[src/rtl/mult_hilo_seq_if.sv]
// Bus bundle between the multiply sequencer, the control/datapath side
// and the Booth multiplier.
interface mult_hilo_seq_if;
    logic        Start;
    logic [31:0] RegAIn;
    logic [31:0] RegBIn;
    logic        MultDone;
    logic [31:0] MultHIIn;
    logic [31:0] MultLOIn;
    logic        HIWrEn;
    logic        LOWrEn;
    logic [31:0] WrData;
    logic        MultCtrl;
    logic [31:0] MultAOut;
    logic [31:0] MultBOut;
    logic [31:0] HIOut;
    logic [31:0] LOOut;
    logic        Busy;
    logic        Done;
    logic        Error;

    modport slave (
        input  Start, RegAIn, RegBIn, MultDone, MultHIIn, MultLOIn,
               HIWrEn, LOWrEn, WrData,
        output MultCtrl, MultAOut, MultBOut, HIOut, LOOut, Busy, Done, Error
    );

    modport master (
        output Start, RegAIn, RegBIn, MultDone, MultHIIn, MultLOIn,
               HIWrEn, LOWrEn, WrData,
        input  MultCtrl, MultAOut, MultBOut, HIOut, LOOut, Busy, Done, Error
    );
endinterface

[src/rtl/mult_hilo_seq.sv]
// Multiply sequencer plus HI/LO register pair: holds operands for the Booth
// multiplier, captures its product, serves mthi/mtlo and stalls via Busy.
module mult_hilo_seq #(
    parameter int unsigned TIMEOUT = 48,
    parameter int unsigned CNT_W   = 8
) (
    input  logic           clock,
    input  logic           reset,
    mult_hilo_seq_if.slave bus
);

    typedef enum logic [1:0] {
        S_IDLE  = 2'd0,
        S_RUN   = 2'd1,
        S_FLUSH = 2'd2
    } state_e;

    localparam logic [CNT_W-1:0] CNT_LAST = CNT_W'(TIMEOUT - 1);

    state_e           state_q, state_d;
    logic [CNT_W-1:0] cnt_q,   cnt_d;
    logic             ctrl_q,  ctrl_d;
    logic [31:0]      a_q,     a_d;
    logic [31:0]      b_q,     b_d;
    logic [31:0]      hi_q,    hi_d;
    logic [31:0]      lo_q,    lo_d;
    logic             busy_q,  busy_d;
    logic             done_q,  done_d;
    logic             err_q,   err_d;

    // Next-state and next-output logic
    always_comb begin
        state_d = state_q;
        cnt_d   = cnt_q;
        ctrl_d  = ctrl_q;
        a_d     = a_q;
        b_d     = b_q;
        hi_d    = hi_q;
        lo_d    = lo_q;
        busy_d  = busy_q;
        done_d  = done_q;
        err_d   = err_q;

        unique case (state_q)
            S_IDLE: begin
                if (bus.HIWrEn) hi_d = bus.WrData;
                if (bus.LOWrEn) lo_d = bus.WrData;
                if (bus.Start) begin
                    a_d     = bus.RegAIn;
                    b_d     = bus.RegBIn;
                    ctrl_d  = 1'b1;
                    busy_d  = 1'b1;
                    err_d   = 1'b0;
                    cnt_d   = '0;
                    state_d = S_RUN;
                end
            end

            S_RUN: begin
                cnt_d = cnt_q + CNT_W'(1);
                if (bus.MultDone) begin
                    hi_d    = bus.MultHIIn;
                    lo_d    = bus.MultLOIn;
                    ctrl_d  = 1'b0;
                    done_d  = 1'b1;
                    state_d = S_FLUSH;
                end else if (cnt_q == CNT_LAST) begin
                    err_d   = 1'b1;
                    ctrl_d  = 1'b0;
                    state_d = S_FLUSH;
                end
            end

            S_FLUSH: begin
                // Wait here until the multiplier has dropped its done flag
                done_d = 1'b0;
                if (!bus.MultDone) begin
                    busy_d  = 1'b0;
                    state_d = S_IDLE;
                end
            end

            default: begin
                state_d = S_IDLE;
                ctrl_d  = 1'b0;
                busy_d  = 1'b0;
                done_d  = 1'b0;
            end
        endcase
    end

    // State and output registers
    always_ff @(posedge clock or negedge reset) begin
        if (!reset) begin
            state_q <= S_IDLE;
            cnt_q   <= '0;
            ctrl_q  <= 1'b0;
            a_q     <= '0;
            b_q     <= '0;
            hi_q    <= '0;
            lo_q    <= '0;
            busy_q  <= 1'b0;
            done_q  <= 1'b0;
            err_q   <= 1'b0;
        end else begin
            state_q <= state_d;
            cnt_q   <= cnt_d;
            ctrl_q  <= ctrl_d;
            a_q     <= a_d;
            b_q     <= b_d;
            hi_q    <= hi_d;
            lo_q    <= lo_d;
            busy_q  <= busy_d;
            done_q  <= done_d;
            err_q   <= err_d;
        end
    end

    assign bus.MultCtrl = ctrl_q;
    assign bus.MultAOut = a_q;
    assign bus.MultBOut = b_q;
    assign bus.HIOut    = hi_q;
    assign bus.LOOut    = lo_q;
    assign bus.Busy     = busy_q;
    assign bus.Done     = done_q;
    assign bus.Error    = err_q;

endmodule
[src/flat_wrapper.sv]
// flat-port wrapper written by rule: the top's interface ports become plain ports
module mult_hilo_seq_flat 
#(
    parameter int unsigned TIMEOUT = 48,
    parameter int unsigned CNT_W   = 8
)
  (clock, reset, bus_Start, bus_RegAIn, bus_RegBIn, bus_MultDone, bus_MultHIIn, bus_MultLOIn, bus_HIWrEn, bus_LOWrEn, bus_WrData, bus_MultCtrl, bus_MultAOut, bus_MultBOut, bus_HIOut, bus_LOOut, bus_Busy, bus_Done, bus_Error);
  mult_hilo_seq_if bus_i ();
  input  logic clock;
  input  logic reset;
  input wire logic [$bits(bus_i.Start)-1:0] bus_Start;
  input wire logic [$bits(bus_i.RegAIn)-1:0] bus_RegAIn;
  input wire logic [$bits(bus_i.RegBIn)-1:0] bus_RegBIn;
  input wire logic [$bits(bus_i.MultDone)-1:0] bus_MultDone;
  input wire logic [$bits(bus_i.MultHIIn)-1:0] bus_MultHIIn;
  input wire logic [$bits(bus_i.MultLOIn)-1:0] bus_MultLOIn;
  input wire logic [$bits(bus_i.HIWrEn)-1:0] bus_HIWrEn;
  input wire logic [$bits(bus_i.LOWrEn)-1:0] bus_LOWrEn;
  input wire logic [$bits(bus_i.WrData)-1:0] bus_WrData;
  output wire logic [$bits(bus_i.MultCtrl)-1:0] bus_MultCtrl;
  output wire logic [$bits(bus_i.MultAOut)-1:0] bus_MultAOut;
  output wire logic [$bits(bus_i.MultBOut)-1:0] bus_MultBOut;
  output wire logic [$bits(bus_i.HIOut)-1:0] bus_HIOut;
  output wire logic [$bits(bus_i.LOOut)-1:0] bus_LOOut;
  output wire logic [$bits(bus_i.Busy)-1:0] bus_Busy;
  output wire logic [$bits(bus_i.Done)-1:0] bus_Done;
  output wire logic [$bits(bus_i.Error)-1:0] bus_Error;
  assign bus_i.Start = bus_Start;
  assign bus_i.RegAIn = bus_RegAIn;
  assign bus_i.RegBIn = bus_RegBIn;
  assign bus_i.MultDone = bus_MultDone;
  assign bus_i.MultHIIn = bus_MultHIIn;
  assign bus_i.MultLOIn = bus_MultLOIn;
  assign bus_i.HIWrEn = bus_HIWrEn;
  assign bus_i.LOWrEn = bus_LOWrEn;
  assign bus_i.WrData = bus_WrData;
  assign bus_MultCtrl = bus_i.MultCtrl;
  assign bus_MultAOut = bus_i.MultAOut;
  assign bus_MultBOut = bus_i.MultBOut;
  assign bus_HIOut = bus_i.HIOut;
  assign bus_LOOut = bus_i.LOOut;
  assign bus_Busy = bus_i.Busy;
  assign bus_Done = bus_i.Done;
  assign bus_Error = bus_i.Error;
  mult_hilo_seq #(.TIMEOUT(TIMEOUT), .CNT_W(CNT_W)) u_core (.clock(clock), .reset(reset), .bus(bus_i));
endmodule
[config.mk]
export PLATFORM = sky130hd
export DESIGN_NAME = mult_hilo_seq_flat
export DESIGN_NICKNAME = d
export VERILOG_FILES = /design/src/rtl/mult_hilo_seq_if.sv /design/src/rtl/mult_hilo_seq.sv /design/src/flat_wrapper.sv
export SDC_FILE = /design/constraint.sdc
export NUM_CORES = 1
export LEC_CHECK = 0
export CAP_MARGIN = 20
export CORE_MARGIN = 8
export CORE_UTILIZATION = 41
export CTS_CLUSTER_DIAMETER = 40
export DETAILED_ROUTE_END_ITERATION = 10
export PLACE_DENSITY = 0.8
export SLEW_MARGIN = 25
export SYNTH_ARGS = -nofsm -noshare
export SYNTH_HDL_FRONTEND = slang
export SYNTH_SLANG_ARGS = --single-unit
[constraint.sdc]
create_clock -name clock -period 1.7 [get_ports clock]
set_input_delay 0.255 -clock clock [delete_from_list [all_inputs] [get_ports clock]]
set_output_delay 0.255 -clock clock [all_outputs]
set_load 0.03 [all_outputs]
==> impl_metrics.toml <==
[setup_path]
cp_data_arrival_time_ns = 1.97
crit_top_cell = "mux2_2"
crit_path_end_kind = "flop"
critical_path.reg2reg.startpoint = "u_core.state_q[0]$_DFFE_PN0P_"
r2r_cells = 5
worstSetupPathType = "flop to flop"
r2r_end = "u_core.bus.LOOut[26]$_DFFE_PN0P_"
path_depth = 5
crit_end = "u_core.bus.LOOut[26]$_DFFE_PN0P_"
cp.required_ns = 1.99
crit_chain = "nor2b_4 > buf_4 > clkbuf_16 > mux2_2 > mux2_2"
cp_slowest_cell = "dfrtp_2"
crit_path_max_fanout = 11
crit_start = "u_core.state_q[0]$_DFFE_PN0P_"
critPathTopFamily = "multiplexers"
critPathMaxStageDelay_ns = 0.41
r2r_setup_slack_ns = 0.03
cp_num_buf_inv = 2
start_kind = "flop"

[floorplanning]
die_w_um = 140
core_area_um2 = 15000
io_pins = 298
start_util_pct = 41.6
die_h_um = 140
rows = 45
die_area_um2 = 19500

[place]
portBuffers = 297
place_area_um2 = 9570
gp_congestion = 0.831
place_ws_ns = -0.109
dp.final_hpwl_um = 15200
dp.cells = 1022

[global_routing]
grt_use_total_pct = 20.1
grt_first_pass_wirelength_um = 30600
antenna_found_initial = 1
grt_remaining_overflow = 0
grt_max_degree = 65
first_global_vias = 5694

[sta]
fin_crit_sh_pct = 98.5
finalHoldViolCount = 0
hold-worst-slack_ns = 0.323
relSlewSlack_pct = 75.3
worst_slack_ns = 0.0255
clock_skew_ns = 0.00518
fmax_mhz = 597
setup_violations = 0
rsz0062_at_grt = "yes"
worstMarginPinSlew_ns = 0.372
slew_violations = 0
finalCriticalPeriod_ns = 1.67

[run_status]
status = "finished, final reports clean"

[synth]
ys_async_sr_fraction_pct = 100
synth_seq_cells = 142
synth.largest_area_cell = "dfrtp_1"
syn_avg_cell_area_um2 = 11.5
ys.flop_type = "dfrtp_1"
ys_seq_area_share_pct = 56.8
synth_nets = 713
yosysMostFrequentCell = "nand2_1"
synth_area_leaders = "dfrtp_1, mux2_2, nand2_1, buf_2, mux2_4"
synth_edf_count = 0
yosys-top-cells-count = "nand2_1, dfrtp_1, mux2_2"
synth_top_area_share_pct = 56.8
postSynthCellCount = 546
synth_warnings = 0
syn_area_um2 = 6250
yosysUniqueCellTypes = 34

[routing]
wirelength_um = 20100
postRouteAntennaNets = 0
drt-wirelength-per-cell_um = 18.9
drt_pass1_iterations = 6
drtIter0Drc = 173
vias = 5199
drc_errors = 0
via_per_inst = 4.90

[pwr]
powerDensity_nw_per_um2 = 2020
vdd_drop_max_mv = 1.27
power_mw = 20.4
p_leak_nw = 4.81

[hold_path]
hold_class = "input port to async pin"

[cts]
cts_root_buf = "clkbuf_16"
htreeDepth = 4
cts_tree = "done"
clockBufferDepth = 2
clk_latency_ns = 0.41
cts.clk_slew.worst_paths_ns = 0.06
cts_sinks = 142
cts_made_buffers = 17

[final_layout]
final_nets = 1027
n_antenna_cell = 0
drive_above_1_share_pct = 22.9
layoutNonFillerInstCount = 1061
areaGrowthSynthToFinish_pct = 61.9
final_cell_area_um2 = 10100

[flow_run]
cap_viol_max_count = 0
## worst register-to-register path, cell delays in order (launching register included)
cell	delay [ns]
dfrtp_2	0.41
nor2b_4	0.20
buf_4	0.17
clkbuf_16	0.17
mux2_2	0.35
mux2_2	0.26
## worst min-delay path by stage
stage          startpoint                             endpoint  slack [ns]
2_1_floorplan       reset          u_core.bus.Busy$_DFFE_PN0P_       -0.04
3_3_place_gp        reset  u_core.bus.MultBOut[16]$_DFFE_PN0P_        0.16
3_5_place_dp        reset  u_core.bus.MultBOut[16]$_DFFE_PN0P_        0.16
4_1_cts             reset  u_core.bus.MultBOut[16]$_DFFE_PN0P_        0.28
5_1_grt             reset  u_core.bus.MultBOut[18]$_DFFE_PN0P_        0.33
6_report            reset  u_core.bus.MultBOut[16]$_DFFE_PN0P_        0.32
## cell type report
| class | count | area (µm²) |
|---|---|---|
| sequential | 142 | 3560 |
| clock buffer | 22 | 484 |
| timing repair buffer | 327 | 3180 |
| multi-input combinational | 371 | 2560 |
| inverter | 1 | 3.75 |
| fill | 1134 | 4910 |
| clock inverter | 10 | 111 |
| tap | 188 | 235 |
## layout by cell type (no fill, tap or decap), drive strengths merged, types with 2 or more instances in the layout
master / netlist / layout
mux2i: 3 / 3
nand2b: 3 / 3
o22ai: 2 / 2
nor2: 3 / 3
mux2: 129 / 129
nand3: 5 / 5
dfrtp: 142 / 142
a21oi: 5 / 5
clkdlybuf4s50: 0 / 164
nand2: 201 / 201
clkinvlp: 0 / 3
nor2b: 2 / 2
clkinv: 0 / 5
clkbuf: 7 / 24
dlygate4sd2: 0 / 131
buf: 25 / 28
bufinv: 0 / 2
o211ai: 2 / 2
## power breakdown
part	internal [mW]	total (mW)	switching [mW]
clock	2.31	3.66	1.36
sequential	5.03	5.89	0.869
combinational	4.49	10.9	6.40
## flip-flops by register name, indices dropped and copies added, names as in the netlist
register             count
u_core.bus.MultCtrl      1
u_core.cnt_q             8
u_core.state_q           2
u_core.bus.HIOut        32
u_core.bus.Error         1
u_core.bus.MultBOut     32
u_core.bus.MultAOut     32
u_core.bus.LOOut        32
u_core.bus.Done          1
u_core.bus.Busy          1
## per-stage QoR
| step | setup TNS (ns) | util [%] |
|---|---|---|
| 4_1_cts | 0 | 66.6 |
| 5_1_grt | -0.381 | 67.4 |
| 6_report | 0 | 67.4 |
| 3_5_place_dp | -10.09 | 63.6 |
| 2_1_floorplan | 0 | - |
| 3_3_place_gp | -8.04 | 63.6 |
## what timing repair did
item | 4_1_cts | 5_1_grt
hold buffers | 1 | 0
endpoints found under the setup margin | 180 | 57
gates resized for setup | 132 | 5
buffers inserted | 0 | 3
hold endpoints to repair | 26 | 0
cloned | 0 | 3
## routing by layer
layer  global-route usage (%)  wire (µm)
met3                     9.82       2230
met1                     22.6       7890
met4                     5.20        178
met2                     33.5       9750
met5                        0         13
## kinds of logic after synthesis
kind of cell | count (synthesis) | synth area share [%]
AO/OA/AOI/OAI | 16 | 1.86
adder cells (fa/ha/maj) | 1 | 0.200
buffers and inverters | 33 | 3.02
flip-flops | 142 | 56.8
multiplexers | 132 | 24.0
AND/OR/NAND/NOR | 222 | 14.1
No activity file was read; power rests on OpenSTA's default activity.
